==> config.mk <==
export PLATFORM = sky130hd
export DESIGN_NAME = alu_ctrl_fsm
export DESIGN_NICKNAME = d
export VERILOG_FILES = /design/src/rtl/alu_ctrl_fsm.sv
export SDC_FILE = /design/constraint.sdc
export NUM_CORES = 1
export LEC_CHECK = 0
export BUFFER_PORTS_ARGS = -buffer_cell sky130_fd_sc_hd__buf_4
export CORE_MARGIN = 2
export CORE_UTILIZATION = 45
export CTS_CLUSTER_SIZE = 8
export DETAILED_ROUTE_END_ITERATION = 10
export GPL_ROUTABILITY_DRIVEN = 0
export PLACE_DENSITY = 0.88
export SLEW_MARGIN = 0
export SYNTH_ARGS = -nofsm -noshare
export SYNTH_HDL_FRONTEND = slang
export SYNTH_SLANG_ARGS = --single-unit
==> constraint.sdc <==
create_clock -name clk -period 2.66 [get_ports clk]
set_clock_uncertainty 0.2 [all_clocks]
set_input_delay 0.133 -clock clk [delete_from_list [all_inputs] [get_ports clk]]
set_output_delay 0.133 -clock clk [all_outputs]
set_load 0.01 [all_outputs]
==> src/rtl/alu_ctrl_fsm.sv <==
// alu_ctrl_fsm: multi-cycle control sequencer for the 16-bit RISC core.
// Walks each fetched instruction through DECODE/EXEC/MEM/WB and issues the
// ALU, register-file, data-memory and PC control strobes for every step.
// Optional feature macro: CTRL_ILLEGAL_TRAP_EN (opcodes 1001-1110 trap to HALT
// with illegal=1 instead of executing as NOP).
module alu_ctrl_fsm #(
    parameter int         IW       = 16,
    parameter logic [3:0] HALT_OPC = 4'hF
) (
    input  logic          clk,
    input  logic          rst,
    input  logic [IW-1:0] instr,
    input  logic          instr_valid,
    output logic          instr_ready,
    input  logic          zero,
    input  logic          mem_ready,
    output logic [1:0]    alu_op,
    output logic          alu_src_imm,
    output logic          reg_write,
    output logic          wb_sel_mem,
    output logic          mem_read,
    output logic          mem_write,
    output logic          pc_write,
    output logic [1:0]    pc_src,
    output logic          halted,
    output logic          illegal
);

    localparam logic [3:0] OPC_ADDI = 4'h4;
    localparam logic [3:0] OPC_LW   = 4'h5;
    localparam logic [3:0] OPC_SW   = 4'h6;
    localparam logic [3:0] OPC_BEQ  = 4'h7;
    localparam logic [3:0] OPC_J    = 4'h8;

    typedef enum logic [2:0] {
        S_FETCH  = 3'd0,
        S_DECODE = 3'd1,
        S_EXEC   = 3'd2,
        S_MEM    = 3'd3,
        S_WB     = 3'd4,
        S_HALT   = 3'd5
    } state_t;

    state_t        state_q;
    logic [IW-1:0] ir_q;
    logic [3:0]    opc;

    assign opc = ir_q[IW-1 -: 4];

    // Operand/immediate fields are consumed by the datapath, not the sequencer.
    logic unused_ir_bits;
    assign unused_ir_bits = ^ir_q[IW-5:0];

`ifdef CTRL_ILLEGAL_TRAP_EN
    logic illegal_q;
    assign illegal = illegal_q;
`else
    assign illegal = 1'b0;
`endif

    // State and instruction register; reset wins over every state.
    always_ff @(posedge clk) begin
        if (rst) begin
            state_q <= S_FETCH;
            ir_q    <= '0;
`ifdef CTRL_ILLEGAL_TRAP_EN
            illegal_q <= 1'b0;
`endif
        end else begin
            case (state_q)
                S_FETCH: begin
                    if (instr_valid) begin
                        ir_q    <= instr;
                        state_q <= S_DECODE;
                    end
                end
                S_DECODE: begin
                    if (opc == HALT_OPC) begin
                        state_q <= S_HALT;
`ifdef CTRL_ILLEGAL_TRAP_EN
                    end else if (opc > OPC_J) begin
                        state_q   <= S_HALT;
                        illegal_q <= 1'b1;
`endif
                    end else begin
                        state_q <= S_EXEC;
                    end
                end
                S_EXEC: begin
                    if (opc <= OPC_ADDI)
                        state_q <= S_WB;
                    else if (opc == OPC_LW || opc == OPC_SW)
                        state_q <= S_MEM;
                    else
                        state_q <= S_FETCH;
                end
                S_MEM: begin
                    if (mem_ready)
                        state_q <= (opc == OPC_LW) ? S_WB : S_FETCH;
                end
                S_WB:    state_q <= S_FETCH;
                S_HALT:  state_q <= S_HALT;
                default: state_q <= S_FETCH;
            endcase
        end
    end

    // Control strobes decoded from the registered state and opcode; beq and
    // sw completion additionally look at zero / mem_ready in their own cycle.
    always_comb begin
        instr_ready = 1'b0;
        alu_op      = 2'b00;
        alu_src_imm = 1'b0;
        reg_write   = 1'b0;
        wb_sel_mem  = 1'b0;
        mem_read    = 1'b0;
        mem_write   = 1'b0;
        pc_write    = 1'b0;
        pc_src      = 2'b00;
        halted      = 1'b0;

        // ALU controls are set in EXEC and held through MEM and WB.
        if (state_q == S_EXEC || state_q == S_MEM || state_q == S_WB) begin
            case (opc)
                4'h0, 4'h1, 4'h2, 4'h3:     alu_op = opc[1:0];
                OPC_ADDI, OPC_LW, OPC_SW:   alu_src_imm = 1'b1;
                OPC_BEQ:                    alu_op = 2'b01;
                default:                    alu_op = 2'b00;
            endcase
        end

        case (state_q)
            S_FETCH: instr_ready = 1'b1;
            S_EXEC: begin
                case (opc)
                    4'h0, 4'h1, 4'h2, 4'h3, OPC_ADDI, OPC_LW, OPC_SW: pc_write = 1'b0;
                    OPC_BEQ: begin
                        pc_write = 1'b1;
                        pc_src   = zero ? 2'b01 : 2'b00;
                    end
                    OPC_J: begin
                        pc_write = 1'b1;
                        pc_src   = 2'b10;
                    end
                    default: pc_write = 1'b1;
                endcase
            end
            S_MEM: begin
                mem_read  = (opc == OPC_LW);
                mem_write = (opc == OPC_SW);
                pc_write  = (opc == OPC_SW) && mem_ready;
            end
            S_WB: begin
                reg_write  = 1'b1;
                pc_write   = 1'b1;
                wb_sel_mem = (opc == OPC_LW);
            end
            S_HALT:  halted = 1'b1;
            default: instr_ready = 1'b0;
        endcase
    end

endmodule

==> flow_metrics.py <==
metrics = {
    "status": {
        "status": "complete, no violations",
    },
    "power_and_ir_drop": {
        "p_leak_nw": 0.369,
        "power_frac_seq_pct": 40.7,
        "power_density_nw_per_um2": 411,
        "cellInternalPower_uw": 227,
        "comb_power_share_pct": 31.0,
        "p_sw_uw": 116,
        "ir_drop_v": 0.000250,
        "swShare_pct": 33.9,
        "clock_power_share_pct": 28.3,
    },
    "timing": {
        "hold_viol_final": 0,
        "tns_ns": 0,
        "period_minus_slack_ns": 2.12,
        "rsz0062_at_grt": "false",
        "period_share_pct": 79.5,
        "setup_violations": 0,
        "slew_viol_final": 0,
        "max_freq_mhz": 473,
    },
    "setup_path": {
        "cpPeakStageDelay_ns": 0.56,
        "worst-setup-path-type": "flop to flop",
        "reg2reg_from": "state_q[0]$_SDFFE_PP0P_",
        "critPathMaxFanout": 13,
        "path_cells": "nor3_2 -> and2_1 -> mux2i_1 -> nor2_1 -> dlygate4sd3_1",
        "end_kind": "flop",
        "cp_slowest_cell": "dlygate4sd3_1",
        "cp-endpoint": "ir_q[13]$_SDFFE_PP0P_",
        "crit_path_start": "state_q[0]$_SDFFE_PP0P_",
        "crit_required_ns": 2.60,
        "r2r_end": "ir_q[13]$_SDFFE_PP0P_",
        "timing.reg2reg.setup_slack_ns": 0.54,
        "startpoint_type": "flop",
        "worstRegToRegCells": 5,
        "critical_path_arrival_ns": 2.05,
    },
    "clock_tree": {
        "clock_sinks": 7,
        "cts_setup_buffers": 0,
        "clock_path_buffers": 2,
        "cts_tree": "done",
        "cts-root-buf": "clkbuf_4",
        "post_cts_resized": 0,
        "cts_htree_levels": 1,
        "clock_latency_ns": 0.25,
        "path_clk_slew_ns": 0.05,
        "ctsHoldBuffers": 9,
        "cts_buffers": 3,
    },
    "global_routing": {
        "grt_use_total_pct": 21.5,
        "met2_usage_pct": 34.5,
        "busiest_layer": "met2",
        "grt_overflow": 0,
        "grt_start_max_net_pins": 14,
        "gr-usage-met1_pct": 25.1,
        "grt_use_met3_pct": 4.44,
        "first_global_vias": 532,
        "grt_pass1_wl_mm": 2.26,
        "antenna_found_initial": 0,
    },
    "layout": {
        "final_cell_mix": "20 x buf_4, 11 x nor2_1, 9 x dlygate4sd3_1",
        "multi_input_area_um2": 398,
        "drive_gt1_share_pct": 30.4,
        "area_growth_pct": 38.7,
        "finalNetCount": 124,
        "seqCellArea_um2": 140,
        "final_common_cell": "buf_4",
        "layout.cells.non_filler": 117,
        "fillers": 103,
        "n_antenna_cell": 0,
    },
    "synth": {
        "ys_warn_count": 0,
        "synth.distinct_cells": 37,
        "ys_ff_latch": 7,
        "syn_nets": 98,
        "synth_edf_count": 0,
        "syn_area_um2": 602,
        "synthFlopType": "dfxtp_1",
        "syn_inst": 77,
        "syn_avg_cell_area_um2": 7.82,
        "synth_area_leaders": "dfxtp_1 23%, nor2_1 6.9%, a21oi_1 5.0%",
        "ys_seq_area_share_pct": 23.3,
        "synthArstFlopShare_pct": 0,
        "yosys.area.top_type_share_pct": 23.3,
        "synth_top_area_cell": "dfxtp_1",
    },
    "floorplanning": {
        "ioPinCount": 34,
        "die_w_um": 40.6,
        "die_h_um": 40.6,
        "core_area_um2": 1270,
        "start_util_pct": 47.4,
        "die-area_um2": 1650,
        "std_cell_rows": 13,
    },
    "route": {
        "drt_iter0_drc": 34,
        "routed-via-count": 664,
        "final_antenna_net_count": 0,
        "wl_per_cell_um": 13.0,
        "drc": 0,
        "routed_wl_mm": 1.52,
        "dr.pass1.iters": 4,
        "viasPerCell": 5.68,
    },
    "placement": {
        "io_buffers": 20,
        "place.detailed.hpwl_mm": 1.05,
        "dp_cells": 104,
    },
    "hold_path": {
        "hp-class": "input port to flop",
    },
    "flow_run": {
        "cap_viol_max_count": 0,
    },
}
## how the worst min path moves through the flow
stage	start	endpoint	cells past startpoint	slack [ns]
6_report	mem_ready	state_q[1]$_SDFFE_PP0P_	3	0.04
5_1_grt	mem_ready	state_q[1]$_SDFFE_PP0P_	3	0.03
4_1_cts	mem_ready	state_q[1]$_SDFFE_PP0P_	3	0.03
3_5_place_dp	instr[15]	ir_q[15]$_SDFFE_PP0P_	3	0.17
3_3_place_gp	instr[14]	ir_q[14]$_SDFFE_PP0P_	3	0.16
2_1_floorplan	instr[14]	ir_q[14]$_SDFFE_PP0P_	2	0.07
## sequential cells by signal, summed over array words and instances, names as in the netlist
signal   flops
ir_q         4
state_q      3
## metrics by stage
stage / total power [mW] / instance area (um2) / utilization (%) / hold WS, ns / setup slack (ns)
6_report: 0.343 / 835 / 65.8 / 0.0363 / 0.544
5_1_grt: 0.364 / 835 / 65.8 / 0.0338 / 0.435
2_1_floorplan: 0.213 / 602 / - / 0.0725 / 1.07
3_3_place_gp: 0.228 / 718 / 56.6 / 0.159 / 0.917
3_5_place_dp: 0.232 / 718 / 56.6 / 0.168 / 0.878
4_1_cts: 0.342 / 835 / 65.8 / 0.0295 / 0.577
## worst max-delay path, delay by kind of cell (launching register included)
kind,cells,cell delay (ns)
simple gates,3,0.62
mux,1,0.20
buf+inv,1,0.56
flops,1,0.43
## cell type report
type	count	area share (%)
inverter	3	1.35
sequential	7	16.8
clock buffer	4	3.15
timing repair buffer	29	28.8
multi-input combinational	59	47.7
tap	15	2.25
## logic make-up after synthesis
| family | count (synthesis) | share of synthesized area [%] |
|---|---|---|
| AO/OA/AOI/OAI | 20 | 25.4 |
| XOR/XNOR | 1 | 1.46 |
| buffers and inverters | 11 | 10.6 |
| flip-flops | 7 | 23.3 |
| multiplexers | 2 | 3.33 |
| other | 1 | 0.623 |
| AND/OR/NAND/NOR | 35 | 35.3 |
## metal layers
metal / vias to the layer above / wire length [um] / part of all wire, %
li1: 330 / - / -
met1: 297 / 655 / 43
met2: 33 / 721 / 47
met3: 4 / 110 / 7.2
met4: 0 / 34 / 2.2
met5: - / 0 / 0
## synth_stat cells, types with 2 or more instances
cell / n
nor2_1: 11
a21oi_1: 6
a21o_1: 2
nand2_1: 2
nor3_1: 3
buf_2: 3
inv_1: 2
mux2i_1: 2
nand3_1: 2
and3_1: 2
o21ai_0: 3
a2111oi_2: 2
nor3b_1: 2
nor2b_1: 3
buf_4: 3
nor4b_2: 2
dfxtp_1: 7
## power groups by stage
stage / Clock [mW] / Sequential [mW] / Combinational (mW)
after floorplan: 0 / 0.122 / 0.0904
after CTS: 0.0990 / 0.139 / 0.104
after detailed placement: 0 / 0.141 / 0.0909
after global routing: 0.107 / 0.142 / 0.115
after global placement: 0 / 0.140 / 0.0883
final: 0.0971 / 0.140 / 0.106
(Power assumes the default switching activity.)
